### config.mk
export PLATFORM = sky130hd
export DESIGN_NAME = eq_gain_loader_flat
export DESIGN_NICKNAME = d
export VERILOG_FILES = /design/src/rtl/eq_gain_loader_if.sv /design/src/rtl/eq_gain_loader.sv /design/src/flat_wrapper.sv
export SDC_FILE = /design/constraint.sdc
export NUM_CORES = 1
export LEC_CHECK = 0
export CORE_UTILIZATION = 53
export CTS_CLUSTER_SIZE = 25
export DETAILED_ROUTE_END_ITERATION = 6
export PLACE_DENSITY = 0.75
export SYNTH_ARGS = -nofsm -noshare
export SYNTH_HDL_FRONTEND = slang
export SYNTH_SLANG_ARGS = --single-unit
### constraint.sdc
create_clock -name clk -period 3 [get_ports clk]
set_input_delay 0.6 -clock clk [delete_from_list [all_inputs] [get_ports clk]]
set_output_delay 0.6 -clock clk [all_outputs]
set_load 0.01 [all_outputs]
### src/rtl/eq_gain_loader_if.sv
`default_nettype none
// ============================================================================
// Module      : eq_gain_loader_if
// Description : Link between the gain loader and the equalizer gain block.
//               Carries the EQ frame status into the loader and the gain RAM
//               write port out of it.
// Revision    : 1.0 - initial release
// ============================================================================
interface eq_gain_loader_if;
  // EQ status, driven by the gain block side
  logic       eq_run;
  logic       eq_frame_start;
  logic       eq_frame_done;
  logic       eq_wr_addr_zero;
  // gain RAM write port, driven by the loader
  logic       eq_wr;
  logic       eq_wr_rst;
  logic [7:0] eq_gain_lsb;
  logic [7:0] eq_gain_msb;

  modport master (
    input  eq_run,
    input  eq_frame_start,
    input  eq_frame_done,
    input  eq_wr_addr_zero,
    output eq_wr,
    output eq_wr_rst,
    output eq_gain_lsb,
    output eq_gain_msb
  );

  modport slave (
    output eq_run,
    output eq_frame_start,
    output eq_frame_done,
    output eq_wr_addr_zero,
    input  eq_wr,
    input  eq_wr_rst,
    input  eq_gain_lsb,
    input  eq_gain_msb
  );
endinterface
`default_nettype wire

### src/rtl/eq_gain_loader.sv
`default_nettype none
// ============================================================================
// Module      : eq_gain_loader
// Description : Sequencer for the equalizer gain RAM. Keeps a CPU-written
//               shadow table of per-filter gains and copies it into the gain
//               block in one burst, only in the idle window between frames.
// Revision    : 1.0 - initial release
// ============================================================================
module eq_gain_loader #(
  parameter int          NUM_FILTERS  = 4,
  parameter logic [15:0] DEFAULT_GAIN = 16'h4000
) (
  input  logic             clk,
  input  logic             reset_n,
  input  logic             cpu_wr,
  input  logic [3:0]       cpu_addr,
  input  logic             cpu_byte_hi,
  input  logic [7:0]       cpu_data,
  input  logic             cpu_commit,
  output logic             busy,
  output logic             commit_done,
  output logic             collision,
  output logic             addr_error,
  eq_gain_loader_if.master eq
);

  localparam int               IDX_W    = (NUM_FILTERS > 1) ? $clog2(NUM_FILTERS) : 1;
  localparam logic [IDX_W-1:0] LAST_IDX = IDX_W'(NUM_FILTERS - 1);

  typedef enum logic [2:0] {
    S_IDLE = 3'd0,
    S_WAIT = 3'd1,
    S_RST  = 3'd2,
    S_CHK  = 3'd3,
    S_WR   = 3'd4,
    S_GAP  = 3'd5,
    S_DONE = 3'd6
  } state_t;

  state_t                   state;
  state_t                   state_next;
  logic [IDX_W-1:0]         idx;
  logic [IDX_W-1:0]         idx_next;
  logic                     pending;
  logic                     pending_next;
  logic                     clr_pending;
  logic                     set_addr_error;
  logic                     in_frame;
  logic                     window_open;
  logic                     load_active;
  logic [16*NUM_FILTERS-1:0] shadow_flat;
  logic [15:0]              sel_gain;
  logic                     wr_en;
  logic                     wr_rst;
  logic [7:0]               gain_lsb;
  logic [7:0]               gain_msb;

  // One shadow register per filter; addresses beyond the table match no entry
  for (genvar i = 0; i < NUM_FILTERS; i++) begin : g_shadow
    logic [15:0] entry;

    // Byte-wide CPU update of this entry
    always_ff @(posedge clk or negedge reset_n) begin
      if (!reset_n) begin
        entry <= DEFAULT_GAIN;
      end else if (cpu_wr && (cpu_addr == 4'(i))) begin
        if (cpu_byte_hi) begin
          entry[15:8] <= cpu_data;
        end else begin
          entry[7:0]  <= cpu_data;
        end
      end
    end

    assign shadow_flat[16*i +: 16] = entry;
  end

  // Pick the entry the next write will carry
  always_comb begin
    sel_gain = DEFAULT_GAIN;
    for (int i = 0; i < NUM_FILTERS; i++) begin
      if (idx_next == IDX_W'(i)) begin
        sel_gain = shadow_flat[16*i +: 16];
      end
    end
  end

  // A stopped EQ never computes samples, so the window is open regardless
  assign window_open = !eq.eq_run || (!in_frame && !eq.eq_frame_start);
  assign load_active = (state == S_RST) || (state == S_CHK) ||
                       (state == S_WR)  || (state == S_GAP);

  // Track whether the gain block is in the middle of a frame
  always_ff @(posedge clk or negedge reset_n) begin
    if (!reset_n) begin
      in_frame <= 1'b0;
    end else if (eq.eq_frame_start && eq.eq_run) begin
      in_frame <= 1'b1;
    end else if (eq.eq_frame_done || !eq.eq_run) begin
      in_frame <= 1'b0;
    end
  end

  // Next-state logic for the load sequence
  always_comb begin
    state_next     = state;
    idx_next       = idx;
    clr_pending    = 1'b0;
    set_addr_error = 1'b0;
    case (state)
      S_IDLE: begin
        if (pending) begin
          state_next = S_WAIT;
        end
      end
      S_WAIT: begin
        if (window_open) begin
          state_next  = S_RST;
          clr_pending = 1'b1;
        end
      end
      S_RST: begin
        state_next = S_CHK;
      end
      S_CHK: begin
        if (eq.eq_wr_addr_zero) begin
          state_next = S_WR;
          idx_next   = '0;
        end else begin
          state_next     = S_IDLE;
          set_addr_error = 1'b1;
          clr_pending    = 1'b1;
        end
      end
      S_WR: begin
        state_next = S_GAP;
      end
      S_GAP: begin
        // gain block bumps its address the cycle after a write
        if (idx == LAST_IDX) begin
          state_next = S_DONE;
        end else begin
          state_next = S_WR;
          idx_next   = idx + 1'b1;
        end
      end
      S_DONE: begin
        state_next = S_IDLE;
      end
      default: begin
        state_next = S_IDLE;
      end
    endcase
    // a new request always wins, so commits during a load are never lost
    pending_next = cpu_commit ? 1'b1 : (clr_pending ? 1'b0 : pending);
  end

  // State, index and pending request registers; defaults load after reset
  always_ff @(posedge clk or negedge reset_n) begin
    if (!reset_n) begin
      state   <= S_IDLE;
      idx     <= '0;
      pending <= 1'b1;
    end else begin
      state   <= state_next;
      idx     <= idx_next;
      pending <= pending_next;
    end
  end

  // Registered outputs follow the state being entered
  always_ff @(posedge clk or negedge reset_n) begin
    if (!reset_n) begin
      busy        <= 1'b0;
      commit_done <= 1'b0;
      wr_en       <= 1'b0;
      wr_rst      <= 1'b0;
      gain_lsb    <= 8'h00;
      gain_msb    <= 8'h00;
    end else begin
      busy        <= pending_next || (state_next != S_IDLE);
      commit_done <= (state_next == S_DONE);
      wr_en       <= (state_next == S_WR);
      wr_rst      <= (state_next == S_RST);
      if (state_next == S_WR) begin
        gain_lsb <= sel_gain[7:0];
        gain_msb <= sel_gain[15:8];
      end
    end
  end

  // Sticky error flags, cleared by the next commit request
  always_ff @(posedge clk or negedge reset_n) begin
    if (!reset_n) begin
      collision  <= 1'b0;
      addr_error <= 1'b0;
    end else if (cpu_commit) begin
      collision  <= 1'b0;
      addr_error <= 1'b0;
    end else begin
      if (eq.eq_frame_start && load_active) begin
        collision <= 1'b1;
      end
      if (set_addr_error) begin
        addr_error <= 1'b1;
      end
    end
  end

  assign eq.eq_wr       = wr_en;
  assign eq.eq_wr_rst   = wr_rst;
  assign eq.eq_gain_lsb = gain_lsb;
  assign eq.eq_gain_msb = gain_msb;

endmodule
`default_nettype wire
### src/flat_wrapper.sv
// flat-port wrapper written by rule: the top's interface ports become plain ports
module eq_gain_loader_flat 
#(
  parameter int          NUM_FILTERS  = 4,
  parameter logic [15:0] DEFAULT_GAIN = 16'h4000
)
  (clk, reset_n, cpu_wr, cpu_addr, cpu_byte_hi, cpu_data, cpu_commit, busy, commit_done, collision, addr_error, eq_eq_run, eq_eq_frame_start, eq_eq_frame_done, eq_eq_wr_addr_zero, eq_eq_wr, eq_eq_wr_rst, eq_eq_gain_lsb, eq_eq_gain_msb);
  eq_gain_loader_if eq_i ();
  input  logic clk;
  input  logic reset_n;
  input  logic cpu_wr;
  input  logic [3:0] cpu_addr;
  input  logic cpu_byte_hi;
  input  logic [7:0] cpu_data;
  input  logic cpu_commit;
  output logic busy;
  output logic commit_done;
  output logic collision;
  output logic addr_error;
  input wire logic [$bits(eq_i.eq_run)-1:0] eq_eq_run;
  input wire logic [$bits(eq_i.eq_frame_start)-1:0] eq_eq_frame_start;
  input wire logic [$bits(eq_i.eq_frame_done)-1:0] eq_eq_frame_done;
  input wire logic [$bits(eq_i.eq_wr_addr_zero)-1:0] eq_eq_wr_addr_zero;
  output wire logic [$bits(eq_i.eq_wr)-1:0] eq_eq_wr;
  output wire logic [$bits(eq_i.eq_wr_rst)-1:0] eq_eq_wr_rst;
  output wire logic [$bits(eq_i.eq_gain_lsb)-1:0] eq_eq_gain_lsb;
  output wire logic [$bits(eq_i.eq_gain_msb)-1:0] eq_eq_gain_msb;
  assign eq_i.eq_run = eq_eq_run;
  assign eq_i.eq_frame_start = eq_eq_frame_start;
  assign eq_i.eq_frame_done = eq_eq_frame_done;
  assign eq_i.eq_wr_addr_zero = eq_eq_wr_addr_zero;
  assign eq_eq_wr = eq_i.eq_wr;
  assign eq_eq_wr_rst = eq_i.eq_wr_rst;
  assign eq_eq_gain_lsb = eq_i.eq_gain_lsb;
  assign eq_eq_gain_msb = eq_i.eq_gain_msb;
  eq_gain_loader #(.NUM_FILTERS(NUM_FILTERS), .DEFAULT_GAIN(DEFAULT_GAIN)) u_core (.clk(clk), .reset_n(reset_n), .cpu_wr(cpu_wr), .cpu_addr(cpu_addr), .cpu_byte_hi(cpu_byte_hi), .cpu_data(cpu_data), .cpu_commit(cpu_commit), .busy(busy), .commit_done(commit_done), .collision(collision), .addr_error(addr_error), .eq(eq_i));
endmodule
==> PnR_summary.wiki <==
{| class="wikitable"
! Metric !! Value
|-
| Primary FF master, synth || sky130_fd_sc_hd__dfrtp_1
|-
| Most frequent standard cell in the layout excluding fill and tap cells || sky130_fd_sc_hd__dfrtp_1
|-
| Category of the worst setup path launch point || flop
|-
| Cell type contributing the most total cell area after synthesis || sky130_fd_sc_hd__dfrtp_1
|-
| First-pass GRT wire length || 17.0 mm
|-
| Routed via count divided by cell count || 6.26
|-
| FF-to-FF setup slack || 530 ps
|-
| Worst Tran Pin Value || 684 ps
|-
| Peak ir drop on the vdd network || 0.400 mV
|-
| Cell-by-cell listing of the critical path || clkinv_1, nand2_1, a221oi_1, o31ai_1
|-
| Clock latency reported for the late side of the worst-skew pair || 370 ps
|-
| Cell area after layout || 5150 um^2
|-
| Number of hold violations in the final report || 0
|-
| Slew margin rel. || 54.3%
|-
| Clock H-tree levels || 3
|-
| Clock tree buffer depth || 2
|-
| Die area || 8810 um^2
|-
| Fin crit period || 2470 ps
|-
| Count of nets after finishing || 437
|-
| Count of final setup violators || 0
|-
| Number of buffers added by the clock tree synthesis step || 9
|-
| Master of the slowest instance on the critical path || sky130_fd_sc_hd__dfrtp_1
|-
| Area delta synth->final || 15.1%
|-
| Crit Path Category || reg -> reg
|-
| Worst EP arrival || 2750 ps
|-
| Final wirelength || 10.5 mm
|-
| Fraction of the mapped netlist area in simple logic gates || 8.14%
|-
| Total routing resource utilization after global routing || 26.1%
|-
| Total number of placement rows || 33
|-
| Resize count post-CTS || 0
|-
| Share of the synthesized area in the top cell type || 49.2%
|-
| Die W || 93.9 um
|-
| Fraction of synthesized area in multiplexers || 16.1%
|-
| Post-synthesis sequential area ratio || 52.2%
|-
| Worst min-delay path category || in -> async
|-
| # diodes || 0
|-
| Number of nets still failing antenna checks after routing || 0
|-
| Post-synth net total || 403
|-
| Number of flip-flops and latches in the synthesized netlist || 93
|-
| Result of the run || finished, final reports clean
|-
| Worst r2r src || u_core.idx[1]
|-
| Die Ht || 93.9 um
|-
| TritonCTS clock tree || built
|-
| P per Cell Area || 882 nW/um^2
|-
| Root cell of the clock tree || sky130_fd_sc_hd__clkbuf_8
|-
| Synthesized cell area || 4470 um^2
|-
| Warnings from Yosys || 0
|-
| Commonest cells after routing, fill and taps aside || 88 x sky130_fd_sc_hd__dfrtp_1, 64 x sky130_fd_sc_hd__mux2_2, 41 x sky130_fd_sc_hd__clkdlybuf4s50_1
|-
| Final weighted congestion of routability-driven global placement || 0.767
|-
| Final-layout fill cell count || 661
|-
| Sink count of the clock tree || 93
|-
| Post-synthesis share of cell area spent on full adders, half adders and majority gates || 0.559%
|-
| Maximum capacitance violations || 0
|-
| Share of flip-flops with an asynchronous set or reset || 100%
|-
| Port Buffer Count || 42
|-
| Unrepaired setup endpoints after global routing || no
|-
| Drt initial violations || 234
|-
| Worst reg2reg path depth || 4
|-
| Boundary pin count || 43
|-
| Delay of the slowest critical-path stage || 670 ps
|-
| Dominant combinational cell family by area after synthesis || compound AO/OA/AOI/OAI gates
|-
| Upper clock frequency limit || 0.405 GHz
|-
| Initial antenna violation count || 0
|-
| Number of max-slew violations in the final report || 0
|-
| Placed standard-cell area || 4970 um^2
|-
| Sum Neg Setup Slack || 0 ps
|-
| Via count of the first global-routing pass || 3180
|-
| Standard cell core area || 8180 um^2
|-
| Number of enable-type register cells in the synthesized netlist || 0
|-
| Initial Utilization || 54.7%
|-
| CP endpoint kind || flop
|-
| Cell types occupying the most area after synthesis || sky130_fd_sc_hd__dfrtp_1 49%, sky130_fd_sc_hd__mux2_2 16%, sky130_fd_sc_hd__a221oi_1 3.1%
|-
| Biggest fanout along the worst timing path || 17
|-
| Maximum number of pins on one net before global-route repair || 48
|-
| Hold_buf cts || 0
|-
| Parity-gate share of the synthesized area counting xor and xnor cells || 0%
|-
| Required time worst endpoint || 3280 ps
|-
| Grt ovf || 0
|-
| Mean area per synthesized cell || 11.8 um^2
|-
| Synth Instances || 380
|-
| Number of buffers added for setup after CTS || 0
|-
| Setup clock skew after layout || 15.4 ps
|-
| Fraction of final layout cells with drive strength greater than 1 || 25.1%
|-
| Routed wire length per instance || 20.1 um
|-
| Router iterations before antenna repair || 5
|-
| Leakage power || 2.17 nW
|-
| Crit Reg-Reg Endpoint || u_core.eq.eq_gain_lsb[1]
|-
| Number of distinct library cell variants in the gate-level netlist after synthesis || 40
|-
| Final period util || 82.4%
|-
| Hpwl dp || 7.10 mm
|-
| Count of unresolved DRC violations after routing || 0
|-
| CTS clk-pin slew, worst paths || 100 ps
|-
| Vias post-DR || 3281
|-
| Synthesized-area fraction occupied by ao, oa, aoi and oai cells || 18.7%
|}
-- sequential cells by signal, indices dropped and copies added, names as in the netlist, 2 cells and up --
name / cells
u_core.idx: 2
u_core.eq.eq_gain_msb: 8
u_core.eq.eq_gain_lsb: 8
u_core.g_shadow.entry: 64
u_core.state: 3
-- through the flow --
step	setup WS, ps	power, mW	hold WS (ps)	instances	utilization, %
2_1_floorplan	736	3.09	304	380	-
3_3_place_gp	438	3.72	481	508	60.9
3_5_place_dp	364	3.77	488	508	60.9
4_1_cts	556	4.54	248	524	63.0
5_1_grt	355	4.82	275	524	63.0
6_report	529	4.54	235	524	63.0
-- metal layers --
metal / track usage (%) / vias up / share of wire (%)
met5: 0 / - / 0
met3: 4.45 / 12 / 4.0
met4: 8.33 / 0 / 1.5
met2: 40.8 / 89 / 47
li1: - / 1504 / -
met1: 37.0 / 1676 / 48
-- how the worst max path moves through the flow --
stage	to	depth (start not counted)	start
after global routing	u_core.eq.eq_gain_lsb[0]	4	u_core.idx[1]
after global placement	u_core.eq.eq_gain_msb[7]	5	eq_eq_frame_start
after floorplan	u_core.eq.eq_gain_lsb[0]	9	u_core.state[2]
final	u_core.eq.eq_gain_lsb[1]	4	u_core.idx[1]
after CTS	u_core.eq.eq_gain_lsb[1]	4	u_core.idx[1]
after detailed placement	u_core.eq.eq_gain_lsb[1]	5	eq_eq_frame_start
-- Yosys cell counts (2+ instances only) --
cell type,instances
sky130_fd_sc_hd__o41ai_1,16
sky130_fd_sc_hd__clkbuf_1,27
sky130_fd_sc_hd__a211oi_1,16
sky130_fd_sc_hd__nor2b_1,3
sky130_fd_sc_hd__nand2_1,9
sky130_fd_sc_hd__nor3_1,19
sky130_fd_sc_hd__o31ai_1,17
sky130_fd_sc_hd__inv_1,8
sky130_fd_sc_hd__and3_1,3
sky130_fd_sc_hd__a221oi_1,16
sky130_fd_sc_hd__ha_1,2
sky130_fd_sc_hd__buf_6,5
sky130_fd_sc_hd__nor2_1,20
sky130_fd_sc_hd__and2_1,3
sky130_fd_sc_hd__mux2_2,64
sky130_fd_sc_hd__dfrtp_1,88
sky130_fd_sc_hd__nand3b_1,3
sky130_fd_sc_hd__dfstp_2,5
sky130_fd_sc_hd__a21oi_1,2
sky130_fd_sc_hd__o21ai_0,18
sky130_fd_sc_hd__o21a_1,17
-- cell families after synthesis --
logic type	after synthesis
buf+inv	42
compound gates	110
flops	93
fa+ha+maj	2
simple gates	69
mux	64
-- where the power goes --
part | switching (mW) | internal [mW] | leakage, nW
clock network | 0.456 | 0.304 | 0.0820
registers | 0.238 | 1.57 | 1.17
logic | 1.10 | 0.872 | 0.911
-- worst max-delay path: cells and delay by family, from the launching register on --
| kind | cells | cell delay (ps) |
|---|---|---|
| AND/OR/NAND/NOR | 1 | 630 |
| buffers and inverters | 1 | 560 |
| flip-flops | 1 | 670 |
| AO/OA/AOI/OAI | 2 | 520 |
-- area by class of cell --
class | instances | area (um^2) | share of cell area (%)
flip-flops and latches | 93 | 2330 | 45.3
multi-input cells | 245 | 1940 | 37.8
repair buffers | 55 | 528 | 10.3
well taps | 105 | 131 | 2.55
clock buffers | 9 | 124 | 2.41
clock inverters | 7 | 50.0 | 0.972
inverters | 10 | 37.5 | 0.729
(Power assumes the default switching activity.)
